### src/rtl/sobolrng_seq_pkg.sv
// sobolrng_seq_pkg: shared width default and sequencer state encodings for the Sobol RNG sequencer.
package sobolrng_seq_pkg;
    localparam int SOBOL_BITWIDTH = 8;
    typedef enum logic [1:0] {
        IDLE = 2'd0,
        CLR  = 2'd1,
        RUN  = 2'd2
    } SeqState;
endpackage

### src/rtl/sobolrng_lsz.sv
// sobolrng_lsz: one-hot of the least-significant zero bit of iX (~x & (x+1)).
module sobolrng_lsz #(
    parameter int W = 8
) (
    input  logic [W-1:0] iX,
    output logic [W-1:0] oOneHot
);
    assign oOneHot = ~iX & (iX + 1'b1);
endmodule

### src/rtl/sobolrng_seq.sv
// sobolrng_seq: drives a Sobol RNG core's clear/step interface, one sample per consumer handshake.
// Define SOBOLSEQ_REPEAT_EN to add iRepeat, which restarts the run (via one CLR bubble) instead of idling.
module sobolrng_seq
    import sobolrng_seq_pkg::*;
#(
    parameter int BITWIDTH = SOBOL_BITWIDTH
) (
    input  logic                iClk,
    input  logic                iRstN,
    input  logic                iStart,
    input  logic [BITWIDTH:0]   iLen,
    input  logic                iStall,
    input  logic                iAbort,
`ifdef SOBOLSEQ_REPEAT_EN
    input  logic                iRepeat,
`endif
    output logic                oClr,
    output logic                oEn,
    output logic [BITWIDTH-1:0] oOneHot,
    output logic                oValid,
    output logic [BITWIDTH-1:0] oIdx,
    output logic                oBusy,
    output logic                oDone
);
    SeqState             state, stateNxt;
    logic [BITWIDTH-1:0] cnt, lsz;
    logic [BITWIDTH:0]   len;
    logic                run, consume, last, repeatRun;

    sobolrng_lsz #(.W(BITWIDTH)) uLsz (.iX(cnt), .oOneHot(lsz));

`ifdef SOBOLSEQ_REPEAT_EN
    assign repeatRun = iRepeat;
`else
    assign repeatRun = 1'b0;
`endif

    always_comb begin
        run      = (state == RUN) && !iAbort;
        consume  = run && !iStall;
        last     = {1'b0, cnt} == len - 1'b1;
        stateNxt = iAbort           ? IDLE :
                   state == IDLE    ? (iStart ? CLR : IDLE) :
                   state == CLR     ? RUN :
                   state == RUN     ? ((consume && last) ? (repeatRun ? CLR : IDLE) : RUN) :
                                      IDLE;
        oClr     = state == CLR;
        oValid   = run;
        oEn      = consume && !last;
        oDone    = consume && last;
        oOneHot  = (state == RUN) ? lsz : '0;
        oIdx     = cnt;
        oBusy    = state != IDLE;
    end

    // len==0 requests a full 2^BITWIDTH period
    always_ff @(posedge iClk or negedge iRstN) begin
        if (!iRstN) begin
            state <= IDLE;
            cnt   <= '0;
            len   <= '0;
        end else begin
            state <= stateNxt;
            if (state == IDLE && iStart && !iAbort)
                len <= (iLen == '0) ? {1'b1, {BITWIDTH{1'b0}}} : iLen;
            if (state == CLR)
                cnt <= '0;
            else if (oEn)
                cnt <= cnt + 1'b1;
        end
    end
endmodule

### config.mk
export PLATFORM = sky130hd
export DESIGN_NAME = sobolrng_seq
export DESIGN_NICKNAME = d
export VERILOG_FILES = /design/src/rtl/sobolrng_seq_pkg.sv /design/src/rtl/sobolrng_lsz.sv /design/src/rtl/sobolrng_seq.sv
export SDC_FILE = /design/constraint.sdc
export NUM_CORES = 1
export LEC_CHECK = 0
export ABC_CLOCK_PERIOD_IN_PS = 4200
export CORE_MARGIN = 5
export CORE_UTILIZATION = 52
export CTS_BUF_LIST = sky130_fd_sc_hd__clkbuf_4 sky130_fd_sc_hd__clkbuf_8 sky130_fd_sc_hd__clkbuf_16
export DETAILED_ROUTE_END_ITERATION = 8
export PLACE_DENSITY = 0.85
export SETUP_SLACK_MARGIN = 0.02
export SLEW_MARGIN = 20
export SYNTH_ARGS = -nofsm -noshare
export SYNTH_HDL_FRONTEND = slang
export SYNTH_SLANG_ARGS = --single-unit
### constraint.sdc
create_clock -name iClk -period 4.2 [get_ports iClk]
set_input_delay 0.84 -clock iClk [delete_from_list [all_inputs] [get_ports iClk]]
set_output_delay 0.84 -clock iClk [all_outputs]
set_load 0.05 [all_outputs]
==> results of run 1 <==
[how the worst max path moves through the flow]
stage | from | end | slack (ns) | depth (start not counted)
2_1_floorplan | oIdx[6]$_DFFE_PN0P_ | oDone | 0.97 | 6
3_3_place_gp | len[0]$_DFFE_PN0P_ | oDone | 0.74 | 9
3_5_place_dp | len[0]$_DFFE_PN0P_ | oDone | 0.59 | 9
4_1_cts | len[0]$_DFFE_PN0P_ | oDone | 0.21 | 9
5_1_grt | len[0]$_DFFE_PN0P_ | oDone | 0.40 | 9
6_report | len[0]$_DFFE_PN0P_ | oDone | 0.62 | 9
[cells by family after synthesis]
| logic type | count (synthesis) |
|---|---|
| XOR/XNOR | 7 |
| multiplexers | 14 |
| flip-flops | 19 |
| buffers and inverters | 15 |
| AND/OR/NAND/NOR | 63 |
| adder cells (fa/ha/maj) | 9 |
| AO/OA/AOI/OAI | 12 |
[metrics by stage]
step	hold slack (ns)	power [mW]	setup slack (ns)	std cells
6_report	0.594	0.506	0.619	204
5_1_grt	0.624	0.540	0.402	204
4_1_cts	0.598	0.510	0.207	204
3_5_place_dp	0.571	0.411	0.589	200
3_3_place_gp	0.563	0.404	0.744	200
2_1_floorplan	0.540	0.363	0.969	139
[cells in the mapped netlist]
cell type                   count  area, sq um
sky130_fd_sc_hd__and2_1         7         43.8
sky130_fd_sc_hd__a2111oi_0      1         8.76
sky130_fd_sc_hd__clkbuf_1       1         3.75
sky130_fd_sc_hd__xor2_1         3         26.3
sky130_fd_sc_hd__or4_4          1         11.3
sky130_fd_sc_hd__nor3_1         7         35.0
sky130_fd_sc_hd__nand3b_1       2         15.0
sky130_fd_sc_hd__or3b_2         2         17.5
sky130_fd_sc_hd__a31oi_1        1         6.26
sky130_fd_sc_hd__buf_4          2         15.0
sky130_fd_sc_hd__xnor2_1        4         35.0
sky130_fd_sc_hd__o32a_1         1         10.0
sky130_fd_sc_hd__and4b_2        1         11.3
sky130_fd_sc_hd__nor2b_1        1         6.26
sky130_fd_sc_hd__or4bb_1        1         11.3
sky130_fd_sc_hd__ha_1           9          113
sky130_fd_sc_hd__a21oi_1        4         20.0
sky130_fd_sc_hd__nand2b_1       3         18.8
sky130_fd_sc_hd__nand3_1        2         10.0
sky130_fd_sc_hd__a2111oi_2      1         15.0
sky130_fd_sc_hd__buf_6          2         22.5
sky130_fd_sc_hd__o21ai_0        2         10.0
sky130_fd_sc_hd__nand4_1        1         6.26
sky130_fd_sc_hd__mux2i_1        8         80.1
sky130_fd_sc_hd__or3_1          1         6.26
sky130_fd_sc_hd__o31a_1         1         8.76
sky130_fd_sc_hd__nor4_4         1         21.3
sky130_fd_sc_hd__dfrtp_1       19          475
sky130_fd_sc_hd__nor2_1         7         26.3
sky130_fd_sc_hd__nor4_1         2         12.5
sky130_fd_sc_hd__and3b_1        1         8.76
sky130_fd_sc_hd__inv_1         10         37.5
sky130_fd_sc_hd__or2_2          1         6.26
sky130_fd_sc_hd__and3_1         6         37.5
sky130_fd_sc_hd__o41ai_1        1         8.76
sky130_fd_sc_hd__nor3b_1        1         7.51
sky130_fd_sc_hd__nand2_1       15         56.3
sky130_fd_sc_hd__mux2_2         6         67.6
[power breakdown]
part | switching [mW] | internal, mW
Clock | 0.0616 | 0.0357
Combinational | 0.0853 | 0.0768
Sequential | 0.0421 | 0.205
[routing by layer]
layer / share of wire (%) / up-vias
met5: 0 / -
met3: 3.8 / 5
met4: 1.7 / 0
li1: - / 560
met2: 54 / 25
met1: 40 / 572
[layout make-up]
cell class | instances | area, sq um | share of cell area [%]
clock buffer | 3 | 22.5 | 1.31
clock inverter | 1 | 5.00 | 0.290
inverter | 10 | 37.5 | 2.18
multi-input combinational | 105 | 778 | 45.1
sequential | 19 | 475 | 27.6
tap | 30 | 37.5 | 2.18
timing repair buffer | 36 | 368 | 21.3
[critical path: stages (launching register included)]
cell and delay, ns:
sky130_fd_sc_hd__dfrtp_1 0.44, sky130_fd_sc_hd__inv_1 0.09, sky130_fd_sc_hd__ha_1 0.21, sky130_fd_sc_hd__or3b_2 0.50, sky130_fd_sc_hd__a2111oi_0 0.35, sky130_fd_sc_hd__nor2_1 0.08
sky130_fd_sc_hd__nand2_1 0.11, sky130_fd_sc_hd__nand3_1 0.10, sky130_fd_sc_hd__nor2_1 0.11, sky130_fd_sc_hd__dlymetal6s2s_1 0.43
[state kept, by name (all words and copies together) (netlist names)]
| register | cells |
|---|---|
| state | 2 |
| len | 9 |
| oIdx | 8 |
==> parameters.txt, run 1 <==
Parameter                              Value

Status
  Run status    finished, final reports clean

Yosys
  Instance count of the mapped netlist    between 100 and 150
  Synthesized-area fraction occupied by xor and xnor cells    roughly 4.6%
  Post-synthesis net count    between 150 and 200
  Flops & latches, synth    19
  Yosys warning total    0
  Synth cell types    38
  Largest family of logic cells by synthesized area    simple AND/OR/NAND/NOR gates
  Synth Area in Simple Gates    roughly 28%
  Seq/Total Area, Yosys    35.7%
  Post-synthesis area per instance    9.59 sq um
  Fraction of synthesized area in multiplexers    ~11%
  Share of synthesized cell area in full adder, half adder and majority cells    8.45%
  Share of the synthesized area in compound gates (AO/OA/AOI/OAI)    6.57%
  Post-synthesis instance area    about 1300 sq um

STA
  Final worst path period share    between 80 and 90%
  Max Clock Skew    roughly 0.0009 ns
  Setup violation total in the final timing report    0
  Max-slew violation count    0
  Relative slew slack    around two fifths
  Min cycle time layout    3.58 ns
  Hold Violations, Final    0
  Unrepaired setup endpoints after global routing    no
  Achievable Freq    between 0.2 and 0.3 GHz
  Transition at the pin with the smallest max-transition slack    between 0.8 and 0.9 ns
  Setup TNS after final layout    0 ns

Global route
  Most congested layer reported by global routing    met2
  Global-route wire length before repair    about 5400 um
  Via count of the first global-routing pass    roughly 1.2k
  Antenna violations before repair    0
  Overall track demand over capacity in global routing    between 10% and 20%
  Fraction of met1 tracks used by global routing    22.5%
  Pin count of the biggest net entering global routing    20
  Global routing met3 resource utilization    approximately 3.8%
  Global-route met2 utilization    between 30% and 40%
  Residual overflow from global routing    0

Pwr
  Power Density    294 nW/um^2
  Standby leakage power    roughly 0.73 nW
  Largest vdd supply drop    around 0.32 mV

Worst setup path
  Critical register-to-register path startpoint    len[0]$_DFFE_PN0P_
  Worst-case register-to-register setup slack    1.76 ns
  Required time reported for the critical path endpoint    approximately 3.4 ns
  Type of the worst setup path    register to output port
  Critical Path AT    between 2 and 3 ns
  Largest fanout on the critical path    4
  R2r worst-path depth    9
  Worst R2R End    oIdx[7]$_DFFE_PN0P_
  Kind of capture point of the worst setup path    output port
  Setup crit start kind    register

Placement
  GP Congestion    between 0.8 and 0.9
  HPWL after detailed placement    about 2400 um
  Port Buffers    34
  DP Area    around 1700 sq um

Hold path
  Hold path startpoint    len[7]$_DFFE_PN0P_
  Hold path cells    1
  Class of the worst hold path    register to register
  Worst Hold Endpoint    len[7]$_DFFE_PN0P_

Clock network
  Number of buffers added by the clock tree synthesis step    3
  CTS tree    built
  Clock insertion delay at the later pin of the skew report    approximately 0.31 ns
  Postcts setup bufs    0
  Number of hold-repair buffers added at the cts stage    0
  H-Tree Depth    1
  TritonCTS Sinks    19
  Clock buffer depth    2
  Clock-pin slew reported for the worst setup and hold paths after clock tree synthesis    between 0.1 and 0.15 ns
  Post-CTS sizing    0
  Clock tree root driver cell    sky130_fd_sc_hd__clkbuf_4

Floorplan
  Chip width    60.6 um
  Effective utilization at floorplan    between 50 and 60%
  Floorplan row count    18
  Ports placed on the boundary    35
  Area of the die    between 3000 and 4000 sq um
  Core region area    between 2000 and 2500 sq um
  Vertical die dimension    about 61 um

Finish
  Fraction of final layout cells sized beyond drive strength 1    between 10% and 20%
  Final core utilization    between 70% and 80%
  Design Area, Final    approximately 1700 sq um
  Commonest non-fill, non-tap cell in the layout    sky130_fd_sc_hd__clkdlybuf4s50_1
  Area overhead of the layout relative to synthesis    29.4%
  Highest-count cells in the layout ignoring fill and taps    32 x sky130_fd_sc_hd__clkdlybuf4s50_1, 19 x sky130_fd_sc_hd__dfrtp_1, 15 x sky130_fd_sc_hd__nand2_1, 10 x sky130_fd_sc_hd__inv_1, 9 x sky130_fd_sc_hd__ha_1
  Final antenna diode count    0
  Filler Cell Count    196
  Final-stage net count    198

Drt
  Residual antenna-violating net count after detailed routing    0
  DR vias    between 1k and 1.5k
  First-pass iteration count of the detailed router    4
  Detailed-route vias per instance    approximately 5.7
  Initial drt markers    26
  DRC viols    0
  Detailed Route WL    3080 um
  Per-cell routed wire length    about 15 um

Job
  Max-Cap Viols    0
No activity file was read; power rests on OpenSTA's default activity.
==> run 2: changes to the inputs <==
--- a/config.mk
+++ b/config.mk
@@ -10,7 +10,7 @@
 export CORE_UTILIZATION = 52
 export CTS_BUF_LIST = sky130_fd_sc_hd__clkbuf_4 sky130_fd_sc_hd__clkbuf_8 sky130_fd_sc_hd__clkbuf_16
 export DETAILED_ROUTE_END_ITERATION = 8
-export PLACE_DENSITY = 0.85
+export PLACE_DENSITY_LB_ADDON = 0.1
 export SETUP_SLACK_MARGIN = 0.02
 export SLEW_MARGIN = 20
 export SYNTH_ARGS = -nofsm -noshare
==> run 2 against run 1 <==
Flip-flop and latch count is the same. Setup slack lost 0.062 ns. Clock power is essentially flat. Sequential power is essentially flat. Utilization is the same. Worst hold slack gained 0.0017 ns. Wire length grew 0.78%. Clock skew grew 0.0038 ns. Critical endpoint unchanged. Critical path type unchanged. Die area is the same. Combinational power is essentially flat. Global-route usage grew 0.12 points. Fmax shrank 1.7%.
==> parameters.txt, run 2 (synthesis gave the netlist of run 1 again) <==
Parameter                              Value

Status
  Run status    finished, final reports clean

Floorplan
  Area of the die    approximately 3700 sq um
  Chip width    between 60 and 70 um
  Floorplan row count    18
  Effective utilization at floorplan    between 50% and 60%
  Ports placed on the boundary    35
  Core region area    roughly 2500 sq um
  Vertical die dimension    approximately 60 um

STA
  Max Clock Skew    roughly 0.0047 ns
  Relative slew slack    ~41%
  Setup violation total in the final timing report    0
  Worst hold slack    roughly 0.6 ns
  Achievable Freq    ~0.27 GHz
  Final worst path period share    86.7%
  Setup TNS after final layout    0 ns
  Smallest setup slack after layout    approximately 0.56 ns
  Transition at the pin with the smallest max-transition slack    0.883 ns
  Max-slew violation count    0
  Min cycle time layout    roughly 3.6 ns
  Hold Violations, Final    0
  Unrepaired setup endpoints after global routing    no

Placement
  HPWL after detailed placement    2460 um
  Port Buffers    34
  Placed Instances    200
  DP Area    ~1700 sq um
  Worst Setup Slack post-DPL    between 0.5 and 0.6 ns
  GP Congestion    between 0.7 and 0.8

Finish
  Highest-count cells in the layout ignoring fill and taps    32 x sky130_fd_sc_hd__clkdlybuf4s50_1, 19 x sky130_fd_sc_hd__dfrtp_1, 15 x sky130_fd_sc_hd__nand2_1, 10 x sky130_fd_sc_hd__inv_1, 9 x sky130_fd_sc_hd__ha_1
  Final antenna diode count    0
  Count of placed standard cells in the final layout, fillers left out    roughly 200
  Register with the highest flop count    len
  Design Area, Final    between 1500 and 2000 sq um
  Multi-input logic area    about 780 sq um
  Number of flip-flops under the largest register name    9
  Commonest non-fill, non-tap cell in the layout    sky130_fd_sc_hd__clkdlybuf4s50_1
  Fraction of final layout cells sized beyond drive strength 1    around 11%
  Seq. cell area    about 480 sq um
  Final core utilization    70.2%
  Final-stage net count    between 150 and 200
  Area overhead of the layout relative to synthesis    29.4%
  Filler Cell Count    199

Drt
  Residual antenna-violating net count after detailed routing    0
  DR vias    between 1k and 1.5k
  DRC viols    0
  Initial drt markers    28
  Per-cell routed wire length    around 15 um
  First-pass iteration count of the detailed router    4
  Detailed Route WL    3110 um
  Detailed-route vias per instance    ~5.6

Worst setup path
  Critical Path AT    2.80 ns
  Required time reported for the critical path endpoint    about 3.4 ns
  Kind of capture point of the worst setup path    output port
  Type of the worst setup path    register to output port
  Largest fanout on the critical path    4
  Setup crit start kind    register

Global route
  Antenna violations before repair    0
  Via count of the first global-routing pass    approximately 1.2k
  Pin count of the biggest net entering global routing    20
  Residual overflow from global routing    0
  Global-route wire length before repair    between 5000 and 6000 um
  Overall track demand over capacity in global routing    19.7%

Clock network
  Number of buffers added by the clock tree synthesis step    3
  Clock insertion delay at the later pin of the skew report    0.30 ns
  Clock tree root driver cell    sky130_fd_sc_hd__clkbuf_4
  Clock buffer depth    2
  TritonCTS Sinks    19
  Clock-pin slew reported for the worst setup and hold paths after clock tree synthesis    0.12 ns
  CTS tree    built
  H-Tree Depth    1

Pwr
  Standby leakage power    around 0.73 nW
  Largest vdd supply drop    approximately 0.21 mV
  Power Density    between 200 and 300 nW/um^2
  Total power of the final layout    0.506 mW

Job
  Max-Cap Viols    0

Hold path
  Class of the worst hold path    register to register
run 2: final timing paths:
kind	startpoint	endpoint	slack, ns	cells after the start
worst max-delay path	len[0]$_DFFE_PN0P_	oDone	0.56	9
worst min-delay path	oIdx[7]$_DFFE_PN0P_	oIdx[7]$_DFFE_PN0P_	0.60	2
worst max register to register	len[2]$_DFFE_PN0P_	oIdx[4]$_DFFE_PN0P_	1.73	7
worst min register to register	oIdx[7]$_DFFE_PN0P_	oIdx[7]$_DFFE_PN0P_	0.60	2
max in group asynchronous	iRstN	oIdx[6]$_DFFE_PN0P_	2.64	1
min in group asynchronous	iRstN	state[1]$_DFF_PN0_	1.02	1
run 2: layout make-up:
type | instances | share of cell area (%)
clock buffer | 3 | 1.31
clock inverter | 1 | 0.290
inverter | 10 | 2.18
multi-input combinational | 105 | 45.1
sequential | 19 | 27.6
tap | 30 | 2.18
timing repair buffer | 36 | 21.3
run 2: power by group:
group / switching, mW / internal [mW] / total, mW
logic: 0.0857 / 0.0769 / 0.163
clock network: 0.0620 / 0.0355 / 0.0975
registers: 0.0407 / 0.205 / 0.246
run 2: critical path, cell delays in order, from the launching register on:
cell	delay [ns]
sky130_fd_sc_hd__dfrtp_1	0.44
sky130_fd_sc_hd__inv_1	0.09
sky130_fd_sc_hd__ha_1	0.21
sky130_fd_sc_hd__or3b_2	0.51
sky130_fd_sc_hd__a2111oi_0	0.37
sky130_fd_sc_hd__nor2_1	0.09
sky130_fd_sc_hd__nand2_1	0.11
sky130_fd_sc_hd__nand3_1	0.12
sky130_fd_sc_hd__nor2_1	0.11
sky130_fd_sc_hd__dlymetal6s2s_1	0.44
run 2: timing repair:
action | 4_1_cts | 5_1_grt
setup endpoints to repair | 0 | 1
buffers inserted | 0 | 0
gates resized for setup | 0 | 1
hold buffers | 0 | 0
hold endpoints to repair | 0 | 0
run 2: metal layers:
layer | track usage [%] | part of all wire [%] | vias to the layer above
li1 | - | - | 558
met1 | 26.6 | 43 | 561
met2 | 32.7 | 52 | 25
met3 | 3.40 | 4.0 | 5
met4 | 5.26 | 1.1 | 0
met5 | 0 | 0 | -
==> run 3: changes to the inputs <==
--- a/config.mk
+++ b/config.mk
@@ -5,9 +5,9 @@
 export SDC_FILE = /design/constraint.sdc
 export NUM_CORES = 1
 export LEC_CHECK = 0
-export ABC_CLOCK_PERIOD_IN_PS = 4200
+export ABC_CLOCK_PERIOD_IN_PS = 4000
 export CORE_MARGIN = 5
-export CORE_UTILIZATION = 52
+export CORE_UTILIZATION = 48
 export CTS_BUF_LIST = sky130_fd_sc_hd__clkbuf_4 sky130_fd_sc_hd__clkbuf_8 sky130_fd_sc_hd__clkbuf_16
 export DETAILED_ROUTE_END_ITERATION = 8
 export PLACE_DENSITY_LB_ADDON = 0.1
@@ -16,3 +16,4 @@
 export SYNTH_ARGS = -nofsm -noshare
 export SYNTH_HDL_FRONTEND = slang
 export SYNTH_SLANG_ARGS = --single-unit
+export TNS_END_PERCENT = 20
==> constraint.sdc (replaced) <==
create_clock -name iClk -period 4 [get_ports iClk]
set_input_delay 0.8 -clock iClk [delete_from_list [all_inputs] [get_ports iClk]]
set_output_delay 0.8 -clock iClk [all_outputs]
set_load 0.05 [all_outputs]
==> run 3 against run 2 <==
Die area is 6.9% higher. Non-clock buffer count stayed put. Total power is 3.5% higher. Critical path type unchanged.
==> parameters.txt, run 3 (synthesis gave the netlist of run 1 again) <==
Parameter                              Value

Clock network
  Clock-pin slew reported for the worst setup and hold paths after clock tree synthesis    between 0.1 and 0.15 ns
  Postcts setup bufs    0
  Clock tree root driver cell    sky130_fd_sc_hd__clkbuf_4
  Clock insertion delay at the later pin of the skew report    approximately 0.29 ns
  Number of hold-repair buffers added at the cts stage    0
  Clock buffer depth    2
  CTS tree    built
  TritonCTS Sinks    19
  Number of buffers added by the clock tree synthesis step    3
  H-Tree Depth    1

Worst setup path
  Type of the worst setup path    register to output port
  Largest fanout on the critical path    4
  Worst R2R End    oIdx[4]$_DFFE_PN0P_
  Critical Path AT    roughly 2.7 ns
  R2r worst-path depth    7
  Critical register-to-register path startpoint    len[2]$_DFFE_PN0P_
  Required time reported for the critical path endpoint    3.20 ns
  Worst-case register-to-register setup slack    1.32 ns
  Kind of capture point of the worst setup path    output port
  Setup crit start kind    register

STA
  Min cycle time layout    about 3.5 ns
  Worst hold slack    approximately 0.6 ns
  Unrepaired setup endpoints after global routing    no
  Setup TNS after final layout    0 ns
  Relative slew slack    between 40% and 50%
  Hold Violations, Final    0
  Max-slew violation count    0
  Setup violation total in the final timing report    0
  Achievable Freq    around 0.29 GHz
  Smallest setup slack after layout    approximately 0.54 ns
  Final worst path period share    86.5%
  Transition at the pin with the smallest max-transition slack    roughly 0.86 ns
  Max Clock Skew    approximately 0.0077 ns

Drt
  Detailed-route vias per instance    5.38
  Residual antenna-violating net count after detailed routing    0
  Per-cell routed wire length    roughly 14 um
  Detailed Route WL    about 2900 um
  First-pass iteration count of the detailed router    4
  Initial drt markers    24
  DR vias    1103
  DRC viols    0

Placement
  HPWL after detailed placement    between 2000 and 2500 um
  Placed Instances    ~200
  GP Congestion    between 0.8 and 0.9
  Port Buffers    34
  Worst Setup Slack post-DPL    ~0.51 ns
  DP Area    approximately 1700 sq um

Pwr
  Switching power    between 0.15 and 0.2 mW
  Largest vdd supply drop    about 0.29 mV
  Int Pwr    between 0.3 and 0.4 mW
  Comb pwr share    32.3%
  Sequential fraction of design power    49.2%
  Clock share of power    between 10% and 20%
  Power Density    303 nW/um^2
  Switching Fraction    between 30% and 40%
  Total power of the final layout    0.523 mW
  Standby leakage power    between 0.7 and 0.8 nW

Finish
  Area overhead of the layout relative to synthesis    29.5%
  Design Area, Final    between 1500 and 2000 sq um
  Count of placed standard cells in the final layout, fillers left out    just over 200
  Number of flip-flops under the largest register name    9
  Final antenna diode count    0
  Highest-count cells in the layout ignoring fill and taps    32 x sky130_fd_sc_hd__clkdlybuf4s50_1, 19 x sky130_fd_sc_hd__dfrtp_1, 15 x sky130_fd_sc_hd__nand2_1, 10 x sky130_fd_sc_hd__inv_1, 9 x sky130_fd_sc_hd__ha_1
  Final-stage net count    between 150 and 200
  Final core utilization    a little under two thirds
  Register with the highest flop count    len
  Commonest non-fill, non-tap cell in the layout    sky130_fd_sc_hd__clkdlybuf4s50_1
  Fraction of final layout cells sized beyond drive strength 1    11.5%

Global route
  Overall track demand over capacity in global routing    between 10% and 20%
  Antenna violations before repair    0
  Most congested layer reported by global routing    met2
  Pin count of the biggest net entering global routing    20
  Via count of the first global-routing pass    about 1.1k
  Residual overflow from global routing    0
  Global routing met3 resource utilization    between 3 and 4%
  Fraction of met1 tracks used by global routing    between 20% and 30%
  Global-route wire length before repair    just under 5000 um
  Global-route met2 utilization    24.2%

Job
  Max-Cap Viols    0

Floorplan
  Core region area    ~2700 sq um
  Area of the die    3930 sq um
  Chip width    around 63 um
  Ports placed on the boundary    35
  Floorplan row count    19
  Vertical die dimension    approximately 63 um
  Effective utilization at floorplan    between 40 and 50%

Hold path
  Class of the worst hold path    register to register
  Hold path cells    2
  Worst Hold Endpoint    oIdx[7]$_DFFE_PN0P_
  Hold path startpoint    oIdx[7]$_DFFE_PN0P_

Status
  Run status    finished, final reports clean
## run 3: worst max-delay path: stages (launching register included)
cell and delay (ns):
sky130_fd_sc_hd__dfrtp_1 0.44, sky130_fd_sc_hd__inv_1 0.09, sky130_fd_sc_hd__ha_1 0.20, sky130_fd_sc_hd__or3b_2 0.50
sky130_fd_sc_hd__a2111oi_0 0.30, sky130_fd_sc_hd__nor2_1 0.08, sky130_fd_sc_hd__nand2_1 0.11, sky130_fd_sc_hd__nand3_1 0.11
sky130_fd_sc_hd__nor2_1 0.11, sky130_fd_sc_hd__dlymetal6s2s_1 0.42
## run 3: routing by layer
metal	part of all wire, %	vias up
met3	4.3	2
li1	-	555
met1	47	520
met5	0	-
met4	0.70	0
met2	48	26
## run 3: cell type report
class | instances | area [sq um]
multi-input cells | 105 | 778
clock buffers | 3 | 22.5
flip-flops and latches | 19 | 475
clock inverters | 1 | 5.00
well taps | 31 | 38.8
inverters | 10 | 37.5
fillers | 251 | 985
repair buffers | 36 | 368
## run 3: power groups by stage
stage	registers, mW	clock network [mW]	logic [mW]
floorplan	0.253	0	0.128
global placement	0.260	0	0.166
detailed placement	0.261	0	0.169
CTS	0.257	0.102	0.170
global route	0.264	0.108	0.187
finish	0.257	0.0972	0.169
## run 3: how the worst max path moves through the flow
stage               endpoint  cells after the start                 from
finish                 oDone                      9   len[0]$_DFFE_PN0P_
CTS                    oDone                      9   len[0]$_DFFE_PN0P_
global route           oDone                      9   len[0]$_DFFE_PN0P_
floorplan              oDone                      6  oIdx[6]$_DFFE_PN0P_
global placement       oDone                      9   len[0]$_DFFE_PN0P_
detailed placement     oDone                      9   len[0]$_DFFE_PN0P_
## run 3: repair_timing
action                                  in CTS  in global routing
endpoints found under the setup margin       0                  1
endpoints found under the hold margin        0                  0
gates resized for setup                      0                  1
